File: src/rtl/accel_spi_reader.sv
// accel_spi_reader: reads X/Y/Z 12-bit samples from an ADXL362-style SPI sensor and publishes them once per round.
// Define ROUND_DONE_STRETCH_EN to hold roundDD high for STRETCH_CYCLES instead of a single-cycle pulse.
module accel_spi_reader #(
  parameter int         CLK_DIV        = 50,
  parameter int         GAP_CYCLES     = 100,
  parameter logic [7:0] RD_CMD         = 8'h0B,
  parameter logic [7:0] X_ADDR         = 8'h0E,
  parameter int         STRETCH_CYCLES = 2000
) (
  input  logic        CLK,
  input  logic        RST,
  input  logic        run_en,
  input  logic        MISO,
  output logic        SCLK,
  output logic        MOSI,
  output logic        CS_N,
  output logic [11:0] x_reg_temp,
  output logic [11:0] y_reg_temp,
  output logic [11:0] z_reg_temp,
  output logic        roundDD,
  output logic        busy
);
  localparam int CNT_MAX = (CLK_DIV > GAP_CYCLES) ? CLK_DIV : GAP_CYCLES;
  localparam int CW = $clog2(CNT_MAX);
  localparam logic [CW-1:0] DIV_END = CW'(CLK_DIV - 1);
  localparam logic [CW-1:0] GAP_END = CW'(GAP_CYCLES - 1);
  typedef enum logic [2:0] {IDLE, CS_SETUP, SHIFT, CS_HOLD, GAP, ROUND_END} state_t;
  state_t r_state, w_next;
  logic [CW-1:0] r_cnt;
  logic [5:0] r_half;
  logic [1:0] r_axis;
  logic r_sclk, r_cs_n, r_dd;
  logic [31:0] r_tx;
  logic [15:0] r_rx;
  logic [11:0] r_sh_x, r_sh_y, r_sh_z, r_x, r_y, r_z;
  logic w_tick, w_last_half, w_tog, w_start;
  logic [1:0] w_axis_nx;
  logic [7:0] w_addr;
  logic [11:0] w_sample;
  assign w_tick = r_cnt == ((r_state == GAP) ? GAP_END : DIV_END);
  assign w_last_half = r_half == 6'd63;
  // SCLK toggles once leaving CS_SETUP and on every half-period boundary except the last
  assign w_tog = w_tick && (r_state == CS_SETUP || (r_state == SHIFT && !w_last_half));
  assign w_start = w_next == CS_SETUP && r_state != CS_SETUP;
  assign w_axis_nx = (r_state == GAP) ? r_axis + 2'd1 : 2'd0;
  assign w_addr = X_ADDR + {5'd0, w_axis_nx, 1'b0};
  assign w_sample = {r_rx[3:0], r_rx[15:8]};
  always_comb begin
    w_next = r_state;
    case (r_state)
      IDLE:      w_next = run_en ? CS_SETUP : IDLE;
      CS_SETUP:  w_next = w_tick ? SHIFT : CS_SETUP;
      SHIFT:     w_next = (w_tick && w_last_half) ? CS_HOLD : SHIFT;
      CS_HOLD:   w_next = w_tick ? GAP : CS_HOLD;
      GAP:       w_next = !w_tick ? GAP : (r_axis == 2'd2) ? ROUND_END : CS_SETUP;
      ROUND_END: w_next = run_en ? CS_SETUP : IDLE;
      default:   w_next = IDLE;
    endcase
  end
  always_ff @(posedge CLK or posedge RST)
    if (RST) r_state <= IDLE;
    else r_state <= w_next;
  always_ff @(posedge CLK or posedge RST)
    if (RST) begin
      r_cnt <= '0;
      r_half <= 6'd0;
      r_axis <= 2'd0;
      r_sclk <= 1'b0;
      r_cs_n <= 1'b1;
      r_tx <= 32'd0;
      r_rx <= 16'd0;
      r_sh_x <= 12'd0;
      r_sh_y <= 12'd0;
      r_sh_z <= 12'd0;
      r_x <= 12'd0;
      r_y <= 12'd0;
      r_z <= 12'd0;
    end else begin
      r_cnt <= (w_tick || r_state == IDLE || r_state == ROUND_END) ? '0 : r_cnt + 1'b1;
      r_half <= (r_state == SHIFT) ? r_half + {5'd0, w_tick} : 6'd0;
      r_sclk <= w_tog ? ~r_sclk : r_sclk;
      r_cs_n <= !(w_next inside {CS_SETUP, SHIFT, CS_HOLD});
      r_tx <= w_start ? {RD_CMD, w_addr, 16'h0} : (w_tog && r_sclk) ? {r_tx[30:0], 1'b0} : r_tx;
      r_rx <= (w_tog && !r_sclk) ? {r_rx[14:0], MISO} : r_rx;
      r_sh_x <= (r_state == GAP && w_tick && r_axis == 2'd0) ? w_sample : r_sh_x;
      r_sh_y <= (r_state == GAP && w_tick && r_axis == 2'd1) ? w_sample : r_sh_y;
      r_sh_z <= (r_state == GAP && w_tick && r_axis == 2'd2) ? w_sample : r_sh_z;
      r_axis <= (r_state == GAP && w_tick) ? ((r_axis == 2'd2) ? 2'd0 : r_axis + 2'd1) : r_axis;
      // all three outputs load together so a consumer never sees a mixed round
      r_x <= (r_state == ROUND_END) ? r_sh_x : r_x;
      r_y <= (r_state == ROUND_END) ? r_sh_y : r_y;
      r_z <= (r_state == ROUND_END) ? r_sh_z : r_z;
    end
`ifdef ROUND_DONE_STRETCH_EN
  localparam int SW = $clog2(STRETCH_CYCLES);
  logic [SW-1:0] r_stretch;
  always_ff @(posedge CLK or posedge RST)
    if (RST) begin
      r_stretch <= '0;
      r_dd <= 1'b0;
    end else if (r_state == ROUND_END) begin
      r_stretch <= SW'(STRETCH_CYCLES - 1);
      r_dd <= 1'b1;
    end else if (r_stretch != '0) r_stretch <= r_stretch - 1'b1;
    else r_dd <= 1'b0;
`else
  always_ff @(posedge CLK or posedge RST)
    if (RST) r_dd <= 1'b0;
    else r_dd <= r_state == ROUND_END;
`endif
  assign SCLK = r_sclk;
  assign MOSI = r_tx[31];
  assign CS_N = r_cs_n;
  assign x_reg_temp = r_x;
  assign y_reg_temp = r_y;
  assign z_reg_temp = r_z;
  assign roundDD = r_dd;
  assign busy = r_state != IDLE;
endmodule

File: config.mk
export PLATFORM = sky130hd
export DESIGN_NAME = accel_spi_reader
export DESIGN_NICKNAME = d
export VERILOG_FILES = /design/src/rtl/accel_spi_reader.sv
export SDC_FILE = /design/constraint.sdc
export NUM_CORES = 1
export LEC_CHECK = 0
export ABC_AREA = 1
export CAP_MARGIN = 0
export CELL_PAD_IN_SITES_DETAIL_PLACEMENT = 1
export CELL_PAD_IN_SITES_GLOBAL_PLACEMENT = 2
export CORE_MARGIN = 1
export CORE_UTILIZATION = 39
export DETAILED_ROUTE_END_ITERATION = 7
export PLACE_DENSITY_LB_ADDON = 0.05
export SYNTH_ARGS = -nofsm -noshare
export SYNTH_HDL_FRONTEND = slang
export SYNTH_SLANG_ARGS = --single-unit
File: constraint.sdc
create_clock -name CLK -period 8 [get_ports CLK]
set_clock_uncertainty 0.15 [all_clocks]
set_input_delay 2 -clock CLK [delete_from_list [all_inputs] [get_ports CLK]]
set_output_delay 2 -clock CLK [all_outputs]
set_load 0.02 [all_outputs]
# After elaboration in Yosys (flattened, before gate mapping)
# Index checks and enable logic that the tools add are counted.
# Widths: inputs -> output; s select.
# word_totals
inputBits,4
out_inout_bits,41
regBits,141
# classes
n_eq_ne,13
muxes,14
add_sub_neg,4
n_reduce_logical,22
bitwise_logic,1
# op_table
cell,n
$mux 32,2
$pmux 3 s5,1
$mux 7,2
$eq 3x2->1 const B,4
$logic_and 1x1->1,10
$mux 3,3
$add 7x1->7 const B,1
$eq 7x7->1,1
$add 6x1->6,1
$eq 3x1->1 const B,2
$eq 3x3->1 const B,2
$eq 6x6->1 const B,1
$mux 2,3
$mux 6,1
$reduce_bool 3->1,2
$add 4x3->5 const A,1
$logic_not 1->1,3
$logic_not 3->1,1
$logic_or 1x1->1,3
$ne 3x1->1 const B,1
$add 2x1->2 const B,1
$eq 2x1->1 const B,1
$eq 2x2->1 const B,1
$logic_not 2->1,1
4 further kinds,5

# Longest topological paths before layout
# logic_depth
word_depth,9
depth_mapped,12

# Worst setup path after synthesis
# No wires, ideal clock.
# synth_path
path_kind,in2reg
start,input port run_en
end,register r_tx[21]
arrival_ps,2639
path_stages,8
path_slack_ps,5098
n_path_buf,1
t_required_ps,7737
path_cell_list,nand2_1 > nand2_1 > a21oi_1 > nand2_1 > nand3_2 > buf_6 > nand2_1 > inv_1
# synth_between
elab_chain_len,5
elab_cells_between_ends,6
# synth_lines
element,line,source
from (decl),12,"input logic run_en,"
$mux 1 (*),"51, 56",
$pmux 3 s5 (*),50,case (r_state)
via w_next[0],28,"state_t r_state, w_next;"
$eq 3x1->1 (*),44,assign w_start = w_next == CS_SETUP && r_state != CS_SETUP;
$logic_and 1x1->1 (*),44,
$mux 32 / $reduce_bool 2->1 (equally long branches),n/a,
to (signal assigned),83,"r_tx <= w_start ? {RD_CMD, w_addr, 16'h0} : (w_tog && r_sclk) ? {r_tx[30:0], 1'b0} : r_tx;"
to (decl),33,logic [31:0] r_tx;
# Mark *: on every way through the listed nets, which the timed path passes. The rest lies on a longest branch.
# A chain may end at the register's enable or synchronous reset.

# Final worst setup path
# layout_path
start,register r_state[0]
end,output port busy
# layout_between
elab_chain_len,1
# layout_lines
element,line,source
from (decl),28,
from (signal assigned),62,else r_state <= w_next;
$reduce_bool 3->1,118,assign busy = r_state != IDLE;
to (decl),21,output logic busy
# No other way between the ends.

==> results.ini <==
[detailed_routing]
drt_iter0_markers=182
ant_nets=0
wl_per_cell_um=14.10
vias_per_cell=4.739
drc_errors=0
via_count=3815
dr.pass1.iters=4
wl_um=11350

[layout]
layout.nets=633
antenna_cells=0
fillCellCount=1502
final_core_util_pct=50.12
drive_gt1_share_pct=13.74
final_common_cell=nand2_1
layout.cells.non_filler=805
syn_to_final_growth_pct=23.25
final_cell_mix=206 x nand2_1, 123 x dfrtp_1, 58 x inv_1, 47 x o21ai_0, 44 x clkdlybuf4s50_1

[floorplanning]
die_area_um2=13890
rows=41
core_area_um2=12880
start_util_pct=40.67
die_w_um=117.9
io_pins=45
dieHeight_um=117.9

[setup_path]
required_ns=5.85
r2r_setup_slack_ns=5.73
setup.worst_path.end_class=primary output
worstReg2RegStart=r_state[0]
crit_fanout=5
cp_slowest_cell=clkdlybuf4s50_1
reg2reg_depth=10
path_class=flip-flop to primary output
worstPathArrival_ns=1.67
slowest_delay_ns=0.61
setup.worst_path.start_class=flip-flop
r2r-end=r_tx[17]
crit_chain=nor2_4, nand2_1, clkdlybuf4s50_1

[yosys]
synth_edf_count=0
ys_types=29
ys_ff_latch=124
synth_warnings=0
netlist_top_cells_area=dfrtp_1 59%, nand2_1 15%, o21ai_0 4.5%, inv_1 4.2%, o21ai_2 2.8%
ys_seq_area_share_pct=59.28
synthFlopType=dfrtp_1
yosys.area.top_type=dfrtp_1
syn_nets=587
syn_avg_cell_area_um2=9.122
synthCells=574
async_flop_share_pct=100.0
netlist_area_um2=5236
synth_top_area_share_pct=58.78

[grt]
grt_max_degree=73
busiest_layer=met2
grt-ovfl-total=0
grt_pass1_vias=4160
antenna_found_initial=0
grt_pass1_wl_um=20350
grt.met1_usage_pct=24.63
track_usage_pct=18.62
gr-usage-met2_pct=30.07
met3_usage_pct=4.118

[clock_tree]
clk_pin_slew_ns=0.05
ctsHtreeMaxLevel=4
cts.sinks=124
cts_setup_buffers=0
clkLatencyLatePin_ns=0.41
cts.path.max_buffers=2
postCtsHoldBufs=0
cts_tree=done
clockRootBuffer=clkbuf_16
cts_resized=0
cts_made_buffers=17

[placed_design]
port_buffers=44
dp.cells=773
place_congestion=0.7412
hpwl_um=7454
pre_cts_ws_ns=3.888

[sta]
finalHoldViolCount=0
worstMarginPinSlew_ns=0.9040
slew_violations=0
setup_violations=0
finalWorstSetupSlack_ns=4.180
final.min_clock_period_ns=3.820
fin_crit_sh_pct=47.75
fin_setup_tns_ns=0
grt_setup_unrepaired=false
fmax_mhz=261.8
slew_headroom_pct=39.73

[worst_hold_path]
holdPathStages=2
holdCritPathClass=flip-flop to flip-flop
hp-start=y_reg_temp[5]
hold_end=y_reg_temp[5]

[status]
outcome=completed

[flow_run]
max_cap_violations=0

[power_and_ir_drop]
power_density_nw_per_um2=230.1
p_leak_nw=3.200
ir_drop_v=0.0001585

[power by group]
group          total, mW  leakage [nW]  internal (mW)  switching [mW]
logic             0.0144          1.21        0.00189          0.0125
clock network      0.843         0.312          0.562           0.281
registers          0.628          1.68          0.628               0
total               1.48          3.20           1.19           0.293
[critical path, delay by kind of cell, from the launching register on]
family	cells	cell delay, ns
simple gates	2	0.16
buf+inv	1	0.61
flops	1	0.49
[final cells by class]
type | instances | area, µm² | area share [%]
inverter | 64 | 242.7 | 3.761
timing repair buffer | 47 | 462.9 | 7.173
multi-input combinational | 366 | 1772 | 27.45
clock inverter | 14 | 217.7 | 3.373
sequential | 124 | 3104 | 48.10
clock buffer | 18 | 439.2 | 6.805
tap | 172 | 215.2 | 3.335
[cell families (layout without fill, tap and decap cells)]
| kind of cell | count (synthesis) | count (layout) | synth area share [%] |
|---|---|---|---|
| compound gates | 74 | 74 | 8.411 |
| xor+xnor | 2 | 2 | 0.3346 |
| fa+ha+maj | 9 | 9 | 2.151 |
| buf+inv | 84 | 143 | 6.882 |
| flops | 124 | 124 | 59.28 |
| mux | 1 | 1 | 0.1912 |
| simple gates | 280 | 280 | 22.75 |
[synthesized netlist by cell type, types with 3 or more instances]
cell type,count
inv_2,5
nand2_2,21
ha_1,9
nand4_1,5
clkbuf_1,6
dfrtp_1,123
nor2_1,22
buf_6,5
o21ai_2,17
buf_2,4
o21ai_0,47
nor2_4,4
nand3_1,14
buf_1,3
o21ai_1,5
a21oi_1,3
inv_1,59
nand2_1,206
[flip-flops by register name, summed over array words and instances, names as in the netlist]
register / flops
r_rx: 16
r_tx: 15
r_sh_x: 12
r_sh_y: 12
r_sh_z: 12
x_reg_temp: 12
y_reg_temp: 12
z_reg_temp: 12
r_cnt: 7
r_half: 6
r_state: 3
r_axis: 2
CS_N: 1
SCLK: 1
roundDD: 1
[per-layer routing]
metal  part of all wire (%)  up-vias
met4                    1.2        0
met1                     48     1883
met2                     48       46
li1                       -     1876
met3                    2.7       10
met5                      0        -
[stage by stage]
stage / power, mW / hold slack (ns) / instance area, µm²
2_1_floorplan: 0.6482 / 0.2922 / 5236
3_3_place_gp: 0.6539 / 0.3097 / 5797
3_5_place_dp: 0.6542 / 0.3140 / 5797
4_1_cts: 1.507 / 0.3296 / 6454
5_1_grt: 1.533 / 0.3514 / 6454
6_report: 1.485 / 0.3228 / 6454
[worst max path at each step]
stage | endpoint | startpoint
finish | busy | r_state[0]
global route | r_sh_y[10] | RST
global placement | x_reg_temp[7] | RST
floorplan | SCLK | RST
CTS | busy | r_state[0]
detailed placement | r_sh_x[10] | RST
(Power assumes the default switching activity.)
